`config.mk`:
```
export PLATFORM = sky130hd
export DESIGN_NAME = seg_dice_decoder_flat
export DESIGN_NICKNAME = d
export VERILOG_FILES = /design/src/rtl/seg_dice_decoder_if.sv /design/src/rtl/seg_dice_decoder.sv /design/src/flat_wrapper.sv
export SDC_FILE = /design/constraint.sdc
export NUM_CORES = 1
export LEC_CHECK = 0
export ABC_CLOCK_PERIOD_IN_PS = 2000
export CAP_MARGIN = 25
export CORE_AREA = 3 3 58 60
export DETAILED_ROUTE_END_ITERATION = 16
export DIE_AREA = 0 0 61 63
export PLACE_DENSITY = 0.67
export SLEW_MARGIN = 40
export SYNTH_ARGS = -nofsm -noshare
export SYNTH_HDL_FRONTEND = slang
export SYNTH_SLANG_ARGS = --single-unit
export TNS_END_PERCENT = 5
```
`constraint.sdc`:
```
create_clock -name clk -period 2 [get_ports clk]
set_input_delay 0.2 -clock clk [delete_from_list [all_inputs] [get_ports clk]]
set_output_delay 0.2 -clock clk [all_outputs]
set_load 0.01 [all_outputs]
```
`src/rtl/seg_dice_decoder_if.sv`:
```
// Dice display bus seen from the decoder: segment input, decoded face/strobes, stats access.
// Latency: none (wiring only).
// Backpressure: none; the display bus is free-running and cannot be stalled.
interface seg_dice_decoder_if #(
    parameter int CNT_W = 16
);
    logic [6:0]       seg;
    logic [2:0]       face;
    logic             face_valid;
    logic             invalid;
    logic             clear_cnt;
    logic [2:0]       cnt_sel;
    logic [CNT_W-1:0] cnt_out;

    modport master (
        output seg, clear_cnt, cnt_sel,
        input  face, face_valid, invalid, cnt_out
    );

    modport slave (
        input  seg, clear_cnt, cnt_sel,
        output face, face_valid, invalid, cnt_out
    );
endinterface

```
`src/rtl/seg_dice_decoder.sv`:
```
// Debounces the active-low 7-seg dice pattern, decodes face 1..6; stats gated by SEG_DICE_DEC_STATS_EN.
// Latency: pulse in the cycle after the pattern's STABLE_CYCLES+1'th consecutive sampling edge.
// Backpressure: none; pulses are single-cycle and must be consumed when asserted.
module seg_dice_decoder #(
    parameter int STABLE_CYCLES = 4,
    parameter int CNT_W         = 16
) (
    input  logic              clk,
    input  logic              reset,
    seg_dice_decoder_if.slave bus
);
    localparam logic [6:0] SEG_BLANK = 7'b1111111;
    localparam logic [7:0] STAB_MAX  = 8'(STABLE_CYCLES);
    localparam logic [7:0] STAB_ACC  = 8'(STABLE_CYCLES - 1);

    typedef enum logic [1:0] {
        IDLE   = 2'd0,
        SETTLE = 2'd1,
        HOLD   = 2'd2
    } state_t;

    state_t           state;
    state_t           state_next;
    logic [6:0]       seg_q;
    logic [7:0]       stab;
    logic [2:0]       face_r;
    logic             face_valid_r;
    logic             invalid_r;
    logic             seg_chg;
    logic [2:0]       seg_face;
    logic             accept_face;
    logic             accept_inv;
    logic [CNT_W-1:0] cnt_mux;

    function automatic logic [2:0] decode_face(input logic [6:0] p);
        case (p)
            7'b1111001: return 3'd1;
            7'b0100100: return 3'd2;
            7'b0110000: return 3'd3;
            7'b0011001: return 3'd4;
            7'b0010010: return 3'd5;
            7'b0000010: return 3'd6;
            default:    return 3'd0;
        endcase
    endfunction

    assign seg_chg  = (bus.seg != seg_q);
    assign seg_face = decode_face(seg_q);

    always_ff @(posedge clk) begin
        if (reset) begin
            seg_q <= SEG_BLANK;
            stab  <= '0;
        end else begin
            seg_q <= bus.seg;
            if (seg_chg) begin
                stab <= '0;
            end else if (stab < STAB_MAX) begin
                stab <= stab + 8'd1;
            end
        end
    end

    always_ff @(posedge clk) begin
        if (reset) begin
            state <= IDLE;
        end else begin
            state <= state_next;
        end
    end

    // Acceptance fires on the edge where stab would reach STABLE_CYCLES, so the
    // strobe registers in the same edge rather than one cycle later.
    always_comb begin
        state_next  = state;
        accept_face = 1'b0;
        accept_inv  = 1'b0;
        unique case (state)
            IDLE: begin
                if (seg_chg) begin
                    state_next = SETTLE;
                end
            end
            SETTLE: begin
                if (!seg_chg && stab >= STAB_ACC) begin
                    if (seg_face != 3'd0) begin
                        accept_face = 1'b1;
                        state_next  = HOLD;
                    end else if (seg_q == SEG_BLANK) begin
                        state_next  = IDLE;
                    end else begin
                        accept_inv  = 1'b1;
                        state_next  = HOLD;
                    end
                end
            end
            HOLD: begin
                if (seg_chg) begin
                    state_next = SETTLE;
                end
            end
            default: state_next = IDLE;
        endcase
    end

    always_ff @(posedge clk) begin
        if (reset) begin
            face_r       <= 3'd0;
            face_valid_r <= 1'b0;
            invalid_r    <= 1'b0;
        end else begin
            face_valid_r <= accept_face;
            invalid_r    <= accept_inv;
            if (accept_face) begin
                face_r <= seg_face;
            end
        end
    end

    assign bus.face       = face_r;
    assign bus.face_valid = face_valid_r;
    assign bus.invalid    = invalid_r;

`ifdef SEG_DICE_DEC_STATS_EN
    logic [CNT_W-1:0] cnt_face [1:6];
    logic [CNT_W-1:0] cnt_inv;

    // Clear wins over a same-edge event; the strobe itself is unaffected.
    always_ff @(posedge clk) begin
        if (reset || bus.clear_cnt) begin
            for (int i = 1; i <= 6; i++) begin
                cnt_face[i] <= '0;
            end
            cnt_inv <= '0;
        end else begin
            for (int i = 1; i <= 6; i++) begin
                if (accept_face && seg_face == 3'(i) && cnt_face[i] != '1) begin
                    cnt_face[i] <= cnt_face[i] + CNT_W'(1);
                end
            end
            if (accept_inv && cnt_inv != '1) begin
                cnt_inv <= cnt_inv + CNT_W'(1);
            end
        end
    end

    always_comb begin
        cnt_mux = '0;
        case (bus.cnt_sel)
            3'd0:    cnt_mux = cnt_inv;
            3'd1:    cnt_mux = cnt_face[1];
            3'd2:    cnt_mux = cnt_face[2];
            3'd3:    cnt_mux = cnt_face[3];
            3'd4:    cnt_mux = cnt_face[4];
            3'd5:    cnt_mux = cnt_face[5];
            3'd6:    cnt_mux = cnt_face[6];
            default: cnt_mux = '0;
        endcase
    end
`else
    logic unused_stats;
    assign unused_stats = ^{bus.clear_cnt, bus.cnt_sel};
    assign cnt_mux      = '0;
`endif

    assign bus.cnt_out = cnt_mux;

    a_pulse_excl: assert property (@(posedge clk) disable iff (reset)
        !(face_valid_r && invalid_r));
    a_face_range: assert property (@(posedge clk) disable iff (reset)
        face_valid_r |-> (face_r inside {[3'd1:3'd6]}));
endmodule

```
`src/flat_wrapper.sv`:
```
// flat-port wrapper written by rule: the top's interface ports become plain ports
module seg_dice_decoder_flat 
#(
    parameter int STABLE_CYCLES = 4,
    parameter int CNT_W         = 16
)
  (clk, reset, bus_seg, bus_clear_cnt, bus_cnt_sel, bus_face, bus_face_valid, bus_invalid, bus_cnt_out);
  seg_dice_decoder_if #(.CNT_W(CNT_W)) bus_i ();
  input  logic clk;
  input  logic reset;
  input wire logic [$bits(bus_i.seg)-1:0] bus_seg;
  input wire logic [$bits(bus_i.clear_cnt)-1:0] bus_clear_cnt;
  input wire logic [$bits(bus_i.cnt_sel)-1:0] bus_cnt_sel;
  output wire logic [$bits(bus_i.face)-1:0] bus_face;
  output wire logic [$bits(bus_i.face_valid)-1:0] bus_face_valid;
  output wire logic [$bits(bus_i.invalid)-1:0] bus_invalid;
  output wire logic [$bits(bus_i.cnt_out)-1:0] bus_cnt_out;
  assign bus_i.seg = bus_seg;
  assign bus_i.clear_cnt = bus_clear_cnt;
  assign bus_i.cnt_sel = bus_cnt_sel;
  assign bus_face = bus_i.face;
  assign bus_face_valid = bus_i.face_valid;
  assign bus_invalid = bus_i.invalid;
  assign bus_cnt_out = bus_i.cnt_out;
  seg_dice_decoder #(.STABLE_CYCLES(STABLE_CYCLES), .CNT_W(CNT_W)) u_core (.clk(clk), .reset(reset), .bus(bus_i));
endmodule
```
## Word-level counts from Yosys, hierarchy flattened

Index checks and enable logic that the tools add are counted.

| storage, ports and cells | value |
|---|---|
| logic and storage cells | 41 |
| register bits | 22 |
| input port bits | 13 |
| output and inout bits | 21 |

| operators by class | value |
|---|---|
| bitwise operators | 2 |
| multiplexer cells | 10 |
| eq/ne operators | 12 |
| order comparisons | 2 |
| add/subtract/negate cells | 1 |
| reduce and logical (&&, ||, !) cells | 8 |

Operator list:

| cell | count |
|---|---|
| $pmux W3 S6 | 1 |
| $eq A7 B5 Y1 const B | 2 |
| $eq A7 B6 Y1 const B | 2 |
| $eq A7 B7 Y1 const B | 2 |
| $add A8 B1 Y8 const B | 1 |
| $ge A8 B2 Y1 const B | 1 |
| $lt A8 B3 Y1 const B | 1 |
| $mux W2 | 4 |
| $eq A7 B2 Y1 const B | 1 |
| $ne A7 B7 Y1 | 1 |
| $mux W1 | 4 |
| $ne A2 B1 Y1 const B | 2 |
| $pmux W2 S2 | 1 |
| $reduce_or A2 Y1 | 2 |
| $reduce_or A4 Y1 | 1 |
| $reduce_bool A3 Y1 | 1 |
| $eq A2 B1 Y1 const B | 1 |
| $eq A2 B2 Y1 const B | 1 |
| $logic_not A2 Y1 | 1 |
| $not A1 Y1 | 2 |
| $reduce_and A2 Y1 | 1 |
| $logic_and A1 B1 Y1 | 1 |
| $logic_not A1 Y1 | 1 |

## Longest topological paths before layout

| logic depth | value |
|---|---|
| depth after elaboration | 6 |
| mapped depth | 6 |
| gate-level depth less buffers | 6 |

## Worst setup path after synthesis

OpenSTA, ideal clock, no wires.

| path | value |
|---|---|
| path type | reg2reg |
| from | register u_core.seg_q[0] |
| to | register u_core.face_r[1], in the netlist u_core.bus.face[1] |
| setup slack | 0.226 ns |
| path buffers | 1 |
| arrival time | 1.702 ns |
| period minus slack after synthesis | 1.774 ns |
| library setup time | 0.072 ns |
| required time | 1.928 ns |
| cell stages (with the launch flop) | 7 |
| cells stage by stage | dfxtp_1 > or3_1 > buf_2 > or4_1 > o211ai_2 > and2b_2 > mux2i_1 |

| between the ends | value |
|---|---|
| cells in the longest elaborated chain, start to end | 6 |

RTL lines:

| item | line | text |
|---|---|---|
| start, declared | seg_dice_decoder.sv:24 | `logic [6:0] seg_q;` |
| start signal, assigned | seg_dice_decoder.sv:55 | `seg_q <= bus.seg;` |
| $eq A7 B2 Y1, or another cell as far along | seg_dice_decoder.sv:36 | `case (p)` |
| $pmux W3 S6 | seg_dice_decoder.sv:36 |  |
| $reduce_bool A3 Y1 | seg_dice_decoder.sv:86 | `if (seg_face != 3'd0) begin` |
| $mux W1 | seg_dice_decoder.sv:86 |  |
| $mux W1 | seg_dice_decoder.sv:85 | `if (!seg_chg && stab >= STAB_ACC) begin` |
| $mux W1 | seg_dice_decoder.sv:78 | `unique case (state)` |
| end signal, assigned | seg_dice_decoder.sv:115 | `face_r <= seg_face;` |
| end, declared | seg_dice_decoder.sv:26 | `logic [2:0] face_r;` |

Several ways; a longest one is shown, not always the timed one.
A chain may end at the register's enable or synchronous reset.

## Worst setup path after layout

| path | value |
|---|---|
| from | register u_core.seg_q[4] |
| to | register u_core.face_r[0], in the netlist u_core.bus.face[0] |

The elaborated chain is that of the path after synthesis.

==> metrics <==
Final setup viols=0; initial DRC count=83; pin count of the biggest net entering global routing=14; Yosys warning count=0; Die W=61 µm; Setup Skew=0.00375 ns; dominant cell type by area after synthesis=dfxtp_1; syn avg cell area=a little under 9 µm²; share of the synthesized area in the top cell type=about two fifths; fmax=0.557 GHz; post-place instance area=1240 µm²; WHS=0.488 ns; Startpoint Class=flop; PostCTS Resize Cnt=0; worst-case clock buffer depth=2; Routed Antenna Nets=0; Setup crit end kind=flop; clk root buf=clkbuf_4; worst-skew pair later-pin latency=~0.3 ns; sequential share of the synthesized area=approximately 40%; commonest non-fill, non-tap cell in the layout=dfxtp_1; Post-Syn Area=1130 µm²; area of the die=just under 4000 µm²; post-synthesis instance total=127; fin area=approximately 1300 µm²; Setup Buffers After CTS=0; vias per inst=about 4.9; fin nets=156; Power, Total=0.882 mW; layout cells sized above 1=13.5%; Yosys reg bits=22; FF-to-FF path depth=5; most frequent cells in the layout=dfxtp_1 (22), conb_1 (16), clkdlybuf4s50_1 (13); # clock sinks=22; final critical-path share of the clock period=89.8%; vias=851; first-pass GRT wire length=3610 µm; Synth area leaders=dfxtp_1 (39%), buf_4 (11%), xnor2_1 (4.6%), and2_1 (3.9%), nand2b_1 (3.9%); WS Path Type=reg -> reg; status=complete, no violations; I/O Buffers=13; post-detailed-route wirelength per cell=11.7 µm; ANT cells=0; final non-filler cell total=174; Num CTS Buffers=3; shortest period the worst path allows=1.80 ns; reg-to-reg startpoint=u_core.seg_q[4]; dpl hpwl=1640 µm; Initial Utilization=38.0%; Cells on Worst Hold Path=2; crit-path max FO=8; leakage=0.502 nW; total negative slack=0 ns; Distinct cells, synth=35; CTS tree=built; global placer's final weighted congestion=0.854; Inst Count DP=170; Hold Path End=u_core.bus.face[1]; peak supply drop=0.000411 V; grt ovf=0; clock slew at reported path FFs=0.12 ns; hold path startpoint=u_core.bus.face[1]; vias in the first global route=between 800 and 900; Critical Path AT=2.04 ns; Total Wirelength=2040 µm; initial antenna violation count=0; H-tree depth=1; Die Height=63 µm; Global Route Usage Sum=12.1%; Worst Hold Class=reg -> reg; Slew Viols, Final=0; Worst R2R End=u_core.bus.face[0]; Worst R2R Setup Slack=between 0.2 and 0.25 ns; final hold viol count=0; area grow syn2layout=15.1%; first-pass detailed-route iteration total=4; I/O pin cnt=34; power per cell area=~680 nW/µm²; DR DRC count=0; RSZ-0062 raised after global routing=false; Core ar.=2980 µm²; maxcap violations=0; Std-Cell Rows=20; hold_buf cts=0; required time of the critical path=2.24 ns
-- state kept, by name (all words and copies together) (netlist names) --
| name | count |
|---|---|
| u_core.bus.invalid | 1 |
| u_core.state | 2 |
| u_core.bus.face | 3 |
| u_core.seg_q | 7 |
| u_core.stab | 8 |
| u_core.bus.face_valid | 1 |
-- routing by layer --
layer | routed length, µm | share of wire (%) | global-route usage [%]
met5 | 0 | 0 | 0
met1 | 861 | 42 | 14.9
met3 | 114 | 5.6 | 4.34
met4 | 29 | 1.4 | 3.52
met2 | 1040 | 51 | 19.3
-- through the flow --
stage / setup WS (ns) / utilization [%]
after global routing: 0.0452 / 43.8
after detailed placement: 0.0763 / 41.8
after CTS: 0.219 / 43.6
after floorplan: 0.226 / -
after global placement: 0.0986 / 41.8
final: 0.205 / 43.8
-- power breakdown --
part           internal, mW  switching [mW]
Clock                 0.203           0.131
Sequential            0.447          0.0162
Combinational        0.0418          0.0433
Total                 0.691           0.191
-- cell families (layout without fill, tap and decap cells) --
family          Yosys count  in the layout  synth area share, %
simple gates             56             56                 29.2
flops                    22             22                 38.9
buf+inv                  22             21                 12.8
compound gates           13             13                 8.18
xor+xnor                 10             10                 7.73
mux                       2              2                 1.77
fa+ha+maj                 1              1                 1.10
other cells               1             16                0.331
-- worst max-delay path by stage --
stage / from / end / slack [ns] / cells past startpoint
finish: u_core.seg_q[4] / u_core.bus.face[0] / 0.20 / 5
global route: u_core.seg_q[4] / u_core.bus.face[0] / 0.05 / 5
CTS: u_core.seg_q[0] / u_core.bus.face[1] / 0.22 / 5
detailed placement: bus_seg[4] / u_core.bus.face[0] / 0.08 / 6
global placement: bus_seg[5] / u_core.bus.face[0] / 0.1 / 6
floorplan: u_core.seg_q[0] / u_core.bus.face[1] / 0.23 / 6
-- final cells by class --
type / count / area [µm²]
Timing Repair Buffer: 17 / 160
Clock buffer: 3 / 22.5
Clock inverter: 1 / 30.0
Multi-Input combinational cell: 98 / 609
Tap cell: 33 / 41.3
Fill cell: 307 / 1670
Sequential cell: 22 / 440
-- worst max-delay path, stage by stage (launching register included) --
cell       delay, ns
dfxtp_1         0.52
xnor2_1         0.16
nand4_1         0.15
nand4bb_1       0.25
or4_1           0.55
o21ai_0         0.09
-- cell usage after synthesis (all sizes together) --
cell type  number
nor2b           3
and2            7
xnor2           6
o32a            1
nor3b           3
a31oi           1
o31ai           1
nand3           1
o32ai           1
nand2b          7
or2             7
nor2            7
o211ai          1
buf            18
nand3b          1
nand2           7
dfxtp          22
and2b           1
or3             1
or4             3
a21oi           4
a221oi          1
clkbuf          4
nand4           1
nor4            3
ha              1
nand4b          1
nand4bb         1
o22ai           2
xor2            4
nor3            2
o21ai           1
conb            1
mux2i           2
No activity file was read; power rests on OpenSTA's default activity.
